$ cat config.mk
export PLATFORM = sky130hd
export DESIGN_NAME = flicker_byte_tx
export DESIGN_NICKNAME = d
export VERILOG_FILES = /design/src/rtl/flicker_pkg.sv /design/src/rtl/flicker_fifo.sv /design/src/rtl/flicker_byte_tx.sv
export SDC_FILE = /design/constraint.sdc
export NUM_CORES = 1
export LEC_CHECK = 0
export ABC_CLOCK_PERIOD_IN_PS = 2700
export CAP_MARGIN = 10
export CELL_PAD_IN_SITES_DETAIL_PLACEMENT = 1
export CELL_PAD_IN_SITES_GLOBAL_PLACEMENT = 2
export CORE_ASPECT_RATIO = 1.1
export CORE_MARGIN = 2
export CORE_UTILIZATION = 33
export CTS_BUF_LIST = sky130_fd_sc_hd__clkbuf_8
export CTS_CLUSTER_DIAMETER = 50
export DETAILED_ROUTE_END_ITERATION = 8
export PLACE_DENSITY = 0.77
export SETUP_SLACK_MARGIN = 0.15
export SYNTH_ARGS = -nofsm -noshare
export SYNTH_HDL_FRONTEND = slang
export SYNTH_SLANG_ARGS = --single-unit
$ cat constraint.sdc
create_clock -name clk -period 2.7 [get_ports clk]
set_clock_uncertainty 0.05 [all_clocks]
set_input_delay 0.675 -clock clk [delete_from_list [all_inputs] [get_ports clk]]
set_output_delay 0.675 -clock clk [all_outputs]
set_load 0.05 [all_outputs]
$ cat src/rtl/flicker_pkg.sv
// Shared types and constants for the flicker byte transmitter.
//   state_e      : transmitter FSM states (IDLE, WAIT_ACK)
//   level_width  : width of a FIFO occupancy count able to hold 0..depth
//   DEF_*        : default data width and FIFO depth used by the modules
package flicker_pkg;

  typedef enum logic [0:0] {
    IDLE     = 1'b0,
    WAIT_ACK = 1'b1
  } state_e;

  localparam int unsigned DEF_DATA_WIDTH = 32'd8;
  localparam int unsigned DEF_FIFO_DEPTH = 32'd4;

  // Occupancy needs one bit more than the address so "full" is representable.
  function automatic int unsigned level_width(input int unsigned depth);
    return $clog2(depth) + 32'd1;
  endfunction

endpackage

$ cat src/rtl/flicker_fifo.sv
// Synchronous single-clock FIFO with wrap-bit pointers.
// Ports:
//   clk, reset_i      : clock, synchronous active-high reset
//   push_i, wdata_i   : write request and data (ignored while full)
//   pop_i, rdata_o    : read request and head-of-queue data (ignored while empty)
//   level_o           : registered occupancy
//   level_next_o      : occupancy after the coming edge
//   ready_o           : registered "not full"
//   empty_o           : registered "empty"
module flicker_fifo
  import flicker_pkg::*;
#(
  parameter int unsigned pDATA_WIDTH = DEF_DATA_WIDTH,
  parameter int unsigned pFIFO_DEPTH = DEF_FIFO_DEPTH
) (
  input  logic                                   clk,
  input  logic                                   reset_i,
  input  logic                                   push_i,
  input  logic [pDATA_WIDTH-1:0]                 wdata_i,
  input  logic                                   pop_i,
  output logic [pDATA_WIDTH-1:0]                 rdata_o,
  output logic [level_width(pFIFO_DEPTH)-1:0]    level_o,
  output logic [level_width(pFIFO_DEPTH)-1:0]    level_next_o,
  output logic                                   ready_o,
  output logic                                   empty_o
);

  localparam int unsigned AW = $clog2(pFIFO_DEPTH);
  localparam int unsigned LW = level_width(pFIFO_DEPTH);

  logic [pDATA_WIDTH-1:0] mem_q [pFIFO_DEPTH];
  logic [pDATA_WIDTH-1:0] mem_d [pFIFO_DEPTH];
  logic [LW-1:0]          wr_ptr_q, wr_ptr_d;
  logic [LW-1:0]          rd_ptr_q, rd_ptr_d;
  logic [LW-1:0]          level_q, level_d;
  logic                   ready_q, ready_d;
  logic                   empty_q, empty_d;
  logic                   push_ok_s, pop_ok_s;

  // Pointer, storage and status next-state computation.
  always_comb begin
    push_ok_s = push_i & ready_q;
    pop_ok_s  = pop_i & ~empty_q;
    mem_d     = mem_q;
    if (push_ok_s) begin
      mem_d[wr_ptr_q[AW-1:0]] = wdata_i;
      wr_ptr_d                = wr_ptr_q + 1'b1;
    end else begin
      wr_ptr_d = wr_ptr_q;
    end
    if (pop_ok_s) begin
      rd_ptr_d = rd_ptr_q + 1'b1;
    end else begin
      rd_ptr_d = rd_ptr_q;
    end
    // Wrap bits make the difference the true occupancy, including full.
    level_d = wr_ptr_d - rd_ptr_d;
    ready_d = (level_d != LW'(pFIFO_DEPTH));
    empty_d = (level_d == '0);
  end

  // FIFO state registers; reset empties the queue and clears storage.
  always_ff @(posedge clk) begin
    if (reset_i) begin
      for (int i = 0; i < int'(pFIFO_DEPTH); i++) begin
        mem_q[i] <= '0;
      end
      wr_ptr_q <= '0;
      rd_ptr_q <= '0;
      level_q  <= '0;
      ready_q  <= 1'b1;
      empty_q  <= 1'b1;
    end else begin
      mem_q    <= mem_d;
      wr_ptr_q <= wr_ptr_d;
      rd_ptr_q <= rd_ptr_d;
      level_q  <= level_d;
      ready_q  <= ready_d;
      empty_q  <= empty_d;
    end
  end

  assign rdata_o      = mem_q[rd_ptr_q[AW-1:0]];
  assign level_o      = level_q;
  assign level_next_o = level_d;
  assign ready_o      = ready_q;
  assign empty_o      = empty_q;

endmodule

$ cat src/rtl/flicker_byte_tx.sv
// Transmit side of the toggle ("flicker") byte handshake.
// Bytes from a valid/ready source are queued, presented one at a time on
// data_o, announced by toggling write_flicker_o, and held until the peer
// mirrors the toggle on read_flicker_i.
// Ports:
//   clk, reset_i                  : clock, synchronous active-high reset
//   s_data_i, s_valid_i, s_ready_o: byte source handshake
//   data_o, write_flicker_o       : byte and toggle presented to the peer
//   read_flicker_i                : peer acknowledge toggle (synchronised)
//   level_o, busy_o               : queue occupancy, activity indication
//   timeout_o, error_o, clear_i   : sticky status flags and their clear
module flicker_byte_tx
  import flicker_pkg::*;
#(
  parameter int unsigned pDATA_WIDTH  = DEF_DATA_WIDTH,
  parameter int unsigned pFIFO_DEPTH  = DEF_FIFO_DEPTH,
  parameter int unsigned pSYNC_STAGES = 32'd2,
  parameter int unsigned pTIMEOUT     = 32'd0
) (
  input  logic                                clk,
  input  logic                                reset_i,
  input  logic [pDATA_WIDTH-1:0]              s_data_i,
  input  logic                                s_valid_i,
  output logic                                s_ready_o,
  output logic [pDATA_WIDTH-1:0]              data_o,
  output logic                                write_flicker_o,
  input  logic                                read_flicker_i,
  output logic [level_width(pFIFO_DEPTH)-1:0] level_o,
  output logic                                busy_o,
  output logic                                timeout_o,
  output logic                                error_o,
  input  logic                                clear_i
);

  localparam int unsigned   LW        = level_width(pFIFO_DEPTH);
  localparam int unsigned   CW        = (pTIMEOUT > 32'd0) ? $clog2(pTIMEOUT + 32'd1) : 32'd1;
  localparam logic [CW-1:0] TMO_LIMIT = CW'(pTIMEOUT);
  localparam bit            TMO_EN    = (pTIMEOUT != 32'd0);

  state_e                 state_q, state_d;
  logic [pDATA_WIDTH-1:0] data_q, data_d;
  logic                   wf_q, wf_d;
  logic                   rd_prev_q, rd_prev_d;
  logic [CW-1:0]          tmo_cnt_q, tmo_cnt_d;
  logic                   tmo_q, tmo_d;
  logic                   err_q, err_d;
  logic                   busy_q, busy_d;

  logic                   rd_s;
  logic                   flags_eq_s;
  logic                   launch_s;
  logic                   push_s;
  logic                   pop_s;
  logic                   tmo_hit_s;
  logic                   err_set_s;
  logic [pDATA_WIDTH-1:0] fifo_rdata_s;
  logic [LW-1:0]          fifo_level_s;
  logic [LW-1:0]          fifo_level_next_s;
  logic                   fifo_ready_s;
  logic                   fifo_empty_s;

  // Peer read flag: either used directly (same-domain peer) or via a flop chain.
  if (pSYNC_STAGES == 32'd0) begin : g_nosync
    assign rd_s = read_flicker_i;
  end else begin : g_sync
    logic [pSYNC_STAGES-1:0] sync_q, sync_d;

    // Shift the peer flag one stage further along the chain.
    always_comb begin
      sync_d    = sync_q << 1'b1;
      sync_d[0] = read_flicker_i;
    end

    // Synchroniser flops.
    always_ff @(posedge clk) begin
      if (reset_i) begin
        sync_q <= '0;
      end else begin
        sync_q <= sync_d;
      end
    end

    assign rd_s = sync_q[pSYNC_STAGES-1];
  end

  flicker_fifo #(
    .pDATA_WIDTH (pDATA_WIDTH),
    .pFIFO_DEPTH (pFIFO_DEPTH)
  ) u_fifo (
    .clk          (clk),
    .reset_i      (reset_i),
    .push_i       (push_s),
    .wdata_i      (s_data_i),
    .pop_i        (pop_s),
    .rdata_o      (fifo_rdata_s),
    .level_o      (fifo_level_s),
    .level_next_o (fifo_level_next_s),
    .ready_o      (fifo_ready_s),
    .empty_o      (fifo_empty_s)
  );

  assign push_s = s_valid_i & fifo_ready_s;
  // Equal flags mean nothing is in flight: in WAIT_ACK this is the ack,
  // in IDLE it is the precondition for starting a new byte.
  assign flags_eq_s = (rd_s == wf_q);
  assign launch_s   = flags_eq_s & ~fifo_empty_s;

  // FSM state register.
  always_ff @(posedge clk) begin
    if (reset_i) begin
      state_q <= IDLE;
    end else begin
      state_q <= state_d;
    end
  end

  // FSM next-state logic.
  always_comb begin
    state_d = state_q;
    case (state_q)
      IDLE: begin
        if (launch_s) state_d = WAIT_ACK;
        else          state_d = IDLE;
      end
      WAIT_ACK: begin
        if (flags_eq_s && fifo_empty_s) state_d = IDLE;
        else                            state_d = WAIT_ACK;
      end
      default: state_d = IDLE;
    endcase
  end

  // FSM outputs: pop the head into the data register and toggle on launch.
  always_comb begin
    pop_s = 1'b0;
    case (state_q)
      IDLE: begin
        if (launch_s) pop_s = 1'b1;
        else          pop_s = 1'b0;
      end
      WAIT_ACK: begin
        if (launch_s) pop_s = 1'b1;
        else          pop_s = 1'b0;
      end
      default: pop_s = 1'b0;
    endcase
    if (pop_s) begin
      data_d = fifo_rdata_s;
      wf_d   = ~wf_q;
    end else begin
      data_d = data_q;
      wf_d   = wf_q;
    end
  end

  // Timeout counter, sticky flags and busy indication.
  always_comb begin
    tmo_cnt_d = '0;
    tmo_hit_s = 1'b0;
    rd_prev_d = rd_s;
    // Count only while waiting for an ack; saturate at the limit so the
    // flag fires once and a clear is not immediately undone.
    if ((state_q == WAIT_ACK) && !flags_eq_s) begin
      if (tmo_cnt_q != TMO_LIMIT) tmo_cnt_d = tmo_cnt_q + 1'b1;
      else                        tmo_cnt_d = tmo_cnt_q;
      tmo_hit_s = TMO_EN && (tmo_cnt_q != TMO_LIMIT) && (tmo_cnt_d == TMO_LIMIT);
    end else begin
      tmo_cnt_d = '0;
      tmo_hit_s = 1'b0;
    end

    // In IDLE the peer must sit still and agree with our flag.
    err_set_s = (state_q == IDLE) && ((rd_s != rd_prev_q) || !flags_eq_s);

    if (tmo_hit_s)    tmo_d = 1'b1;
    else if (clear_i) tmo_d = 1'b0;
    else              tmo_d = tmo_q;

    if (err_set_s)    err_d = 1'b1;
    else if (clear_i) err_d = 1'b0;
    else              err_d = err_q;

    busy_d = (state_d == WAIT_ACK) || (fifo_level_next_s != '0);
  end

  // Datapath and status registers.
  always_ff @(posedge clk) begin
    if (reset_i) begin
      data_q    <= '0;
      wf_q      <= 1'b0;
      rd_prev_q <= 1'b0;
      tmo_cnt_q <= '0;
      tmo_q     <= 1'b0;
      err_q     <= 1'b0;
      busy_q    <= 1'b0;
    end else begin
      data_q    <= data_d;
      wf_q      <= wf_d;
      rd_prev_q <= rd_prev_d;
      tmo_cnt_q <= tmo_cnt_d;
      tmo_q     <= tmo_d;
      err_q     <= err_d;
      busy_q    <= busy_d;
    end
  end

  assign s_ready_o       = fifo_ready_s;
  assign data_o          = data_q;
  assign write_flicker_o = wf_q;
  assign level_o         = fifo_level_s;
  assign busy_o          = busy_q;
  assign timeout_o       = tmo_q;
  assign error_o         = err_q;

endmodule
; Word level (Yosys, flattened, before mapping)
; Cells that the tools add are included.
[word_totals]
out_inout_bits = 16
memories = 0
wordCells = 56
ram_bits = 0
latchBits = 0
regBits = 58
mem_bits_ro = 0
[op_classes]
magnitude_cmp = 3
add_sub_neg = 3
n_reduce_logical = 9
mux = 13
n_shift = 0
n_mul = 0
n_eq_ne = 3
bitwise = 9
div = 0
[op_table]
columns = operator, n
row1 = bitwise mux 32 bit, 1
row2 = two-way mux 8 bit, 3
row3 = binary-select mux 8 bit (select 2 bit), 1
row4 = demux 8 bit (select 2 bit), 1
row5 = adder 3 x 1 -> 3 bit (second input constant), 2
row6 = >= comparator 3 bit (second input constant), 2
row7 = two-way mux 3 bit, 2
row8 = NOT 2 -> 3 bit, 2
row9 = AND 1 bit, 4
row10 = two-way mux 1 bit, 4
row11 = logical AND 1 bit, 3
row12 = zero test 3 bit, 1
row13 = less-than comparator 3 x 1 -> 1 bit (second input constant), 1
row14 = != test 3 bit (second input constant), 1
row15 = NOT 1 bit, 3
row16 = nonzero test 3 bit, 1
row17 = subtractor 3 bit, 1
row18 = logical OR 1 bit, 2
row19 = case mux 1 bit (2 select lines), 1
row20 = nonzero test 2 bit, 1
row21 = equality test 1 bit, 1
row22 = zero test 1 bit, 1
row23 = != test 1 bit, 1

; Logic depth before layout (Yosys ltp)
; Gate-level depths: netlist of run 1.
[logic_depth]
word_depth = 8
depth_mapped = 11

; Cells and area by module
; A second synthesis of run 1 with hierarchy kept.
[hier_totals]
cells_unflattened = 243
hier_area_um2 = 2457.4
[modules_own_cells]
columns = mod, seq_area_each_um2, area_per_inst_um2, cells_per_inst, n_inst
row1 = flicker_fifo, 860.8, 1829.3, 172, 1
row2 = flicker_byte_tx, 300.3, 628.1, 71, 1

; Least setup slack after synthesis of run 1
; Ideal clock, no wire load.
[synth_path]
path_kind = reg2reg
startpoint = register wf_q, in the netlist write_flicker_o
endpoint = register u_fifo.ready_q, in the netlist u_fifo.ready_o
stages_incl_launch_ff = 12
setup_slack_ps = -455
required_ps = 2523
period_less_slack_ps = 3155
setup_time_ps = 127
path_buffers = 1
arrival_time_ps = 2978
cell_sequence = dfxtp_1 -> xor2_1 -> or2_2 -> buf_2 -> xnor2_1 -> ha_1 -> inv_1 -> fa_1 -> xnor2_1 -> xnor2_1 -> xnor3_1 -> or3b_1
[synth_via]
elab_chain_cells = 7
[synth_rtl]
columns = item, line_no
row1 = "start, declared", flicker_byte_tx.sv:42  ; logic wf_q, wf_d;
row2 = "start signal, assigned", flicker_byte_tx.sv:198  ; wf_q <= wf_d;
row3 = equality test 1 bit, flicker_byte_tx.sv:105  ; assign flags_eq_s = (rd_s == wf_q);
row4 = AND 1 bit, flicker_byte_tx.sv:106  ; assign launch_s = flags_eq_s & ~fifo_empty_s;
row5 = two-way mux 1 bit, "flicker_byte_tx.sv:138, flicker_byte_tx.sv:142"
row6 = AND 1 bit, flicker_fifo.sv:43  ; pop_ok_s = pop_i & ~empty_q;
row7 = two-way mux 3 bit, flicker_fifo.sv:51  ; if (pop_ok_s) begin
row8 = named net u_fifo.rd_ptr_d[0], flicker_fifo.sv:34  ; logic [LW-1:0] rd_ptr_q, rd_ptr_d;
row9 = subtractor 3 bit, flicker_fifo.sv:57  ; level_d = wr_ptr_d - rd_ptr_d;
row10 = != test 3 bit, flicker_fifo.sv:58  ; ready_d = (level_d != LW'(pFIFO_DEPTH));
row11 = "end signal, assigned", flicker_fifo.sv:78  ; ready_q <= ready_d;
row12 = "end, declared", flicker_fifo.sv:36  ; logic ready_q, ready_d;
; The timed path passes the listed nets, and every way through them passes these cells.
; A chain may end at the register's enable or synchronous reset.

; Worst setup path in the final report of run 1
[layout_path]
startpoint = register g_sync.sync_q[1]
endpoint = register u_fifo.ready_q, in the netlist u_fifo.ready_o
[layout_via]
elab_chain_cells = 7
[layout_rtl]
columns = item, line_no
row1 = "start, declared", flicker_byte_tx.sv:66  ; logic [pSYNC_STAGES-1:0] sync_q, sync_d;
row2 = "start signal, assigned", flicker_byte_tx.sv:79  ; sync_q <= sync_d;
row3 = equality test 1 bit, flicker_byte_tx.sv:105
row4 = AND 1 bit, flicker_byte_tx.sv:106
row5 = two-way mux 1 bit, "flicker_byte_tx.sv:138, flicker_byte_tx.sv:142"
row6 = AND 1 bit, flicker_fifo.sv:43
row7 = two-way mux 3 bit, flicker_fifo.sv:51
row8 = named net u_fifo.rd_ptr_d[0], flicker_fifo.sv:34
row9 = subtractor 3 bit, flicker_fifo.sv:57
row10 = != test 3 bit, flicker_fifo.sv:58
; The timed path passes the listed nets, and every way through them passes these cells.

==> results of run 1 <==
==> flip-flops by register name (all words and copies together), names as in the netlist <==
| signal | cells |
|---|---|
| busy_o | 1 |
| data_o | 8 |
| error_o | 1 |
| g_sync.sync_q | 2 |
| rd_prev_q | 1 |
| state_q | 1 |
| u_fifo.empty_o | 1 |
| u_fifo.level_o | 3 |
| u_fifo.mem_q | 32 |
| u_fifo.rd_ptr_q | 3 |
| u_fifo.ready_o | 1 |
| u_fifo.wr_ptr_q | 3 |
| write_flicker_o | 1 |
==> critical path: cells and delay by family (launching register included) <==
family / cells / cell delay [ns]
XOR/XNOR: 5 / 0.91
AND/OR/NAND/NOR: 2 / 0.63
adder cells (fa/ha/maj): 2 / 0.54
flip-flops: 1 / 0.33
buffers and inverters: 1 / 0.04
==> worst paths after layout <==
kind	endpoint	slack [ns]	cells past startpoint	from
setup / recovery	u_fifo.ready_o	0.07	10	g_sync.sync_q[1]
hold / removal	g_sync.sync_q[1]	0.38	1	g_sync.sync_q[0]
setup reg to reg	u_fifo.ready_o	0.07	10	g_sync.sync_q[1]
hold reg to reg	g_sync.sync_q[1]	0.38	1	g_sync.sync_q[0]
==> layout by cell type, fill, tap and decap left out, types with 2 or more instances in the layout <==
master           count
dfxtp_1             55
nor2_1              35
nand2_1             32
mux2i_1             25
clkdlybuf4s50_1     25
a21oi_1             19
buf_4               19
clkbuf_8            10
mux4_2               8
nor2b_1              7
ha_1                 5
inv_1                4
nand3_1              4
bufinv_16            4
xnor2_1              3
xnor2_2              2
and3_1               2
nor3_1               2
dfxtp_2              2
==> routing by layer <==
layer	vias to the layer above	GRT usage, %
met1	827	18.2
met3	7	4.05
met5	-	0
li1	860	-
met4	0	6.45
met2	31	22.9
==> where the power goes <==
part           internal, mW  leakage [nW]  switching [mW]
clock network         0.727         0.138           0.340
registers             0.992         0.473          0.0949
logic                 0.603         0.735           0.627
total                  2.32          1.35            1.06
==> logic make-up after synthesis <==
group / after synthesis
other cells: 1
fa+ha+maj: 7
compound gates: 21
buf+inv: 17
simple gates: 86
mux: 34
xor+xnor: 8
flops: 58
==> cell type report <==
class	instances	area [um2]	area share (%)
clock inverters	6	129	4.13
inverters	4	15.0	0.481
multi-input cells	157	1160	37.1
repair buffers	46	407	13.0
well taps	85	106	3.41
flip-flops and latches	58	1170	37.4
clock buffers	10	138	4.41
==> timing repair <==
| item | CTS | global route |
|---|---|---|
| hold buffers | 0 | 0 |
| setup endpoints to repair | 4 | 4 |
| pin swaps | 3 | 0 |
| gates cloned | 0 | 0 |
| gates resized for setup | 5 | 1 |
| endpoints found under the hold margin | 0 | 0 |
| setup buffers | 4 | 1 |
==> synth_stat cells (2+ instances only) <==
master / number
mux2i_1: 25
mux4_2: 8
nand2_1: 33
and3_1: 2
nand3_1: 4
xnor2_1: 6
dfxtp_1: 58
nor2_1: 35
clkbuf_1: 8
nor3_1: 2
a21oi_1: 19
ha_1: 6
buf_2: 4
nor2b_1: 7
inv_1: 4
==> run metrics, run 1 <==
status=finished clean; fin cells=between 300 and 400; area grow syn2layout=33.5%; die span in x=84.2 um; GP Congestion=slightly above 0.7; hold_ws=between 0.3 and 0.4 ns; WP data required=around 2.9 ns; clk buf depth=2; power density over the cells=between 1000 and 1500 nW/um2; vias in the first global route=1787; fin worst setup slack=between 0.06 and 0.07 ns; largest stage delay on the critical path=roughly 0.37 ns; max-slew violation total from the final report=0; placed cell count=~350; top cell type's share of synthesized area=between 40% and 50%; final-report hold violation count=0; Detail Placement HPWL=around 3600 um; minimum clock period=roughly 2.6 ns; layout cells sized above 1=roughly a fifth; Top Metal Used=met4; # port buffers=27; largest area contributor in the netlist=dfxtp_1; setup TNS=0 ns; Syn Nets=between 200 and 300; CTS tree=yes; Seq cells post-synth=58; row count=32; Distinct cells, synth=26; post-route ant nets=0; drt wl/cell=13.8 um; combinational family with the most area after synthesis=multiplexers; core area=6930 um2; number of DRC markers in iteration 0=55; clk sinks=58; Seq/Total Area, Yosys=between 40 and 50%; Max stage delay cell, worst path=or3b_1; Tot Pwr=approximately 3.4 mW; RSZ-0062 raised after global routing=true; Post-Syn Area=2340 um2; FILL cells=776; Worst Tran Pin Value=roughly 0.56 ns; met2 routed WL=approximately 2400 um; gr usage total=between 10% and 20%; CTS root buf=clkbuf_8; first-pass GRT wire length=8600 um; Primary FF master, synth=dfxtp_1; dpl cell area=~2800 um2; post-placement worst setup slack=-0.529 ns; Async SR Flop Fraction=0%; met3 wire len=roughly 170 um; mux share of post-synthesis cell area=between 10% and 20%; Avg Inst Size Synth=a little over 10 um2; CTS Buf Count=9; HP Class=register to register; Simple-Gate Fraction of Synth Area=approximately 16%; compound-cell area share of the yosys netlist=under 10%; worst vdd ir=~380 uV; crit share post-route=a little over nine tenths; nets=roughly 300; slew margin rel.=62.6%; vias per cell=about 4.7; Post-route DRC=0; Post-Synthesis Cells=about 230; largest net degree at the start of global routing=23; Max Fclk=between 0.3 and 0.4 GHz; Worst setup SP type=register; antenna fix cells=0; htree depth=3; EDFF count, synth=0; final instance area=roughly 3100 um2; Core Util, Final=a little under half; final setup fails=0; Chip Height=92.2 um; crit end category=register; Initial Util=33.7%; initial antenna violation count=0; clk_lat worst skew=roughly 0.33 ns; Area contributors post-synth=dfxtp_1 50%, mux2i_1 11%, mux4_2 7.7%; Post-Route M1 WL=approximately 2400 um; total number of vias=around 1700; Crit Path Class=register to register; Post-Synth XOR/XNOR Area=between 3 and 4%; Ports=29; Die ar.=roughly 7800 um2; ordered list of cells on the worst path=xor2_2, or2_4, xnor2_4, ha_2, inv_2, fa_2, xnor2_2, xnor2_1, xnor3_1, or3b_1; CP Max Fanout=2; max-cap viol count=0; Pleak=around 1.3 nW; Synth Area in Adders=4.07%; clk slew on worst S/H paths=about 0.07 ns; TritonRoute pass-1 iters=2; Synthesis Warnings=0; Worst Path Arrival=roughly 2.8 ns; Overflow after GRT=0; final wirelength=slightly above 5000 um
No activity file was read; power rests on OpenSTA's default activity.
==> inputs of run 2 (changes only) <==
Settings changed: CTS_CLUSTER_SIZE set to 30.
==> results of run 2 <==
No change in the layout: final DEF, timing and power equal those of run 1.
==> RTL change: new RTL, config.mk and constraints of run 2 <==
Take the reset off `data_q` and load it in a clocked block of its own.
--- a/src/rtl/flicker_byte_tx.sv
+++ b/src/rtl/flicker_byte_tx.sv
@@ -188,3 +188,2 @@
     if (reset_i) begin
-      data_q    <= '0;
       wf_q      <= 1'b0;
@@ -196,3 +195,2 @@
     end else begin
-      data_q    <= data_d;
       wf_q      <= wf_d;
@@ -204,2 +202,6 @@
     end
+  end
+
+  always_ff @(posedge clk) begin
+    data_q <= data_d;
   end
Formal check against the unedited RTL: differs if reset_i is asserted again (counterexample within 4 cycles, from zero or initial values and one cycle with reset_i high); with reset_i held inactive, the same outputs for 10 cycles.
==> RTL change against run 2 <==
Setup slack better by 0.066 ns; sequential cell count unchanged; synthesized area down 1.5%; largest cell class unchanged; cell area down 1.2%; power up 3.4%; highest routed layer unchanged; wire length down 0.14%; fmax up 2.6%.
==> RTL change: results (changes against run 2) <==
Run status
  • Status: complete, no violations (unchanged)

Clocking
  • Hold buffers post-CTS: 0 (unchanged)
  • Clock transition at path regs: 0.07 ns (about the same)
  • Worst skew pair latency: approximately 0.34 ns
  • Cts bufs inserted: 9 (unchanged)
  • Clock buffer depth: 2 (unchanged)
  • Root buf cell: clkbuf_8 (unchanged)
  • H-tree lvl count: 3 (unchanged)

Min path
  • Worst Hold End: g_sync.sync_q[1]$_SDFF_PP0_ (unchanged)
  • Min-delay src: g_sync.sync_q[0]$_SDFF_PP0_ (unchanged)
  • Hold Crit Depth: 1 (unchanged)

Drt
  • WL/cell: 15.0 um (was 13.8 um)
  • Via-to-Cell Ratio: 4.83 (was 4.71)
  • Drt pass-1 iters: 3 (was 2)
  • Detailed router's first-iteration violation count: 44 (was 55)

Critical path
  • Setup CP Type: reg -> reg (unchanged)
  • Worst Setup SP: u_fifo.wr_ptr_q[0]$_SDFF_PP0_ (was g_sync.sync_q[1]$_SDFF_PP0_)
  • R2R Setup Slk: 0.13 ns (was 0.07 ns)
  • Crit Path Max Fanout: 3 (was 2)
  • Worst path arrival time: 2.74 ns (was 2.79 ns)
  • R2R depth: 8 (was 10)

Logic synthesis
  • Synth top area cells: dfxtp_1 (44%), mux2i_1 (11%), edfxtp_1 (10%) (was dfxtp_1 (50%), mux2i_1 (11%), mux4_2 (7.7%))
  • Async SR Flop Fraction: 0% (unchanged)
  • Syn nets: 225 (was 252)
  • Synth warn: 0 (unchanged)
  • Post-synth top cells: dfxtp_1 (50), nor2_1 (35), mux2i_1 (25) (was dfxtp_1 (58), nor2_1 (35), nand2_1 (33))
  • Cell count after synthesis: 205 (was 232)
  • Main flop type after synthesis: dfxtp_1 (unchanged)
  • Post-Syn Area: 2300 sq um (was 2340 sq um)
  • Synth unique cells: 27 (was 26)
  • Seq/Total Area, Yosys: 53.9% (was 49.7%)
  • Post-synth EDFFs: 8 (was 0)

Global routing
  • Vias in the first global route: 1,641 (was 1,787)
  • Tot GR Track Use: 14.0% (was 14.4%)
  • Pin count of the biggest net entering global routing: 37 (was 23)
  • Global route overflow: 0 (unchanged)
  • First-pass GRT wire length: 8000 um (was 8600 um)
  • Initial antenna violation count: 0 (unchanged)

Power and ir drop
  • Clock share of power: 28.6% (was 31.5%)
  • Combinational Power Share: 38.1% (was 36.3%)
  • Leak: 1.33 nW (was 1.35 nW)
  • VDD IR max: 0.547 mV (was 0.378 mV)
  • Internal cell power: 0.00234 W (was 0.00232 W)

Placed design
  • HPWL Detailed: 3260 um (was 3570 um)
  • GP Congestion: 0.744 (was 0.714)
  • Number of I/O port buffers: 27 (unchanged)
  • Post-Place Cells: 317 (was 345)
  • Worst slack at placement: -0.468 ns (was -0.529 ns)

Cells and area
  • Layout Nets: 270 (was 296)
  • Finished Layout Cells: 337 (was 366)
  • N_diodes: 0 (unchanged)
  • Ratio of cells with drive above 1 in the final layout: 22.4% (was 20.3%)
  • Top reg by flops: u_fifo.mem_q (unchanged)

Floorplan
  • Core area: 6670 sq um (was 6930 sq um)

STA
  • Tcrit/Tclk final: 95.1% (was 97.6%)
## RTL change: critical path, cell delays in order (launching register included)
cell	delay [ns]
dfxtp_1	0.38
inv_1	0.12
ha_1	0.32
mux2_4	0.29
fa_2	0.40
xnor2_2	0.14
xnor2_1	0.17
xnor3_1	0.25
or3b_1	0.35
## RTL change: per-stage QoR
stage	hold slack [ns]	TNS (ns)	utilization, %	power, W	instance area [sq um]
2_1_floorplan	0.364	0	-	0.00201	2330
3_3_place_gp	0.378	-1.18	41.4	0.00242	2760
3_5_place_dp	0.387	-1.51	41.4	0.00245	2760
4_1_cts	0.400	0	45.9	0.00354	3070
5_1_grt	0.425	0	46.2	0.00369	3080
6_report	0.395	0	46.2	0.00350	3080
## RTL change: kinds of logic after synthesis
group,share of synthesized area [%]
and+or+nand+nor,13.2
DFF,53.9
adders and majority gates,4.13
buffers and inverters,2.77
AOI/OAI and AO/OA,2.99
muxes,19.2
xor gates and xnor gates,3.64
other,0.163
## RTL change: routing by layer
layer / global-route usage (%) / wire length, um / up-vias / part of all wire [%]
li1: - / - / 782 / -
met4: 7.66 / 131 / 0 / 2.6
met1: 16.0 / 2230 / 813 / 44
met3: 4.91 / 172 / 9 / 3.4
met5: 0 / 0 / - / 0
met2: 22.9 / 2530 / 24 / 50
## RTL change: repair_timing
| item | CTS | global route |
|---|---|---|
| pin swaps | 6 | 4 |
| buffers inserted | 4 | 0 |
| setup endpoints to repair | 4 | 3 |
| resized for setup | 6 | 4 |
## RTL change: area by class of cell
cell class,count,area (sq um)
inverter,4,15.0
multi-input combinational,132,1060
fill,728,3590
tap,82,103
clock inverter,5,100
sequential,58,1250
timing repair buffer,45,404
clock buffer,11,151
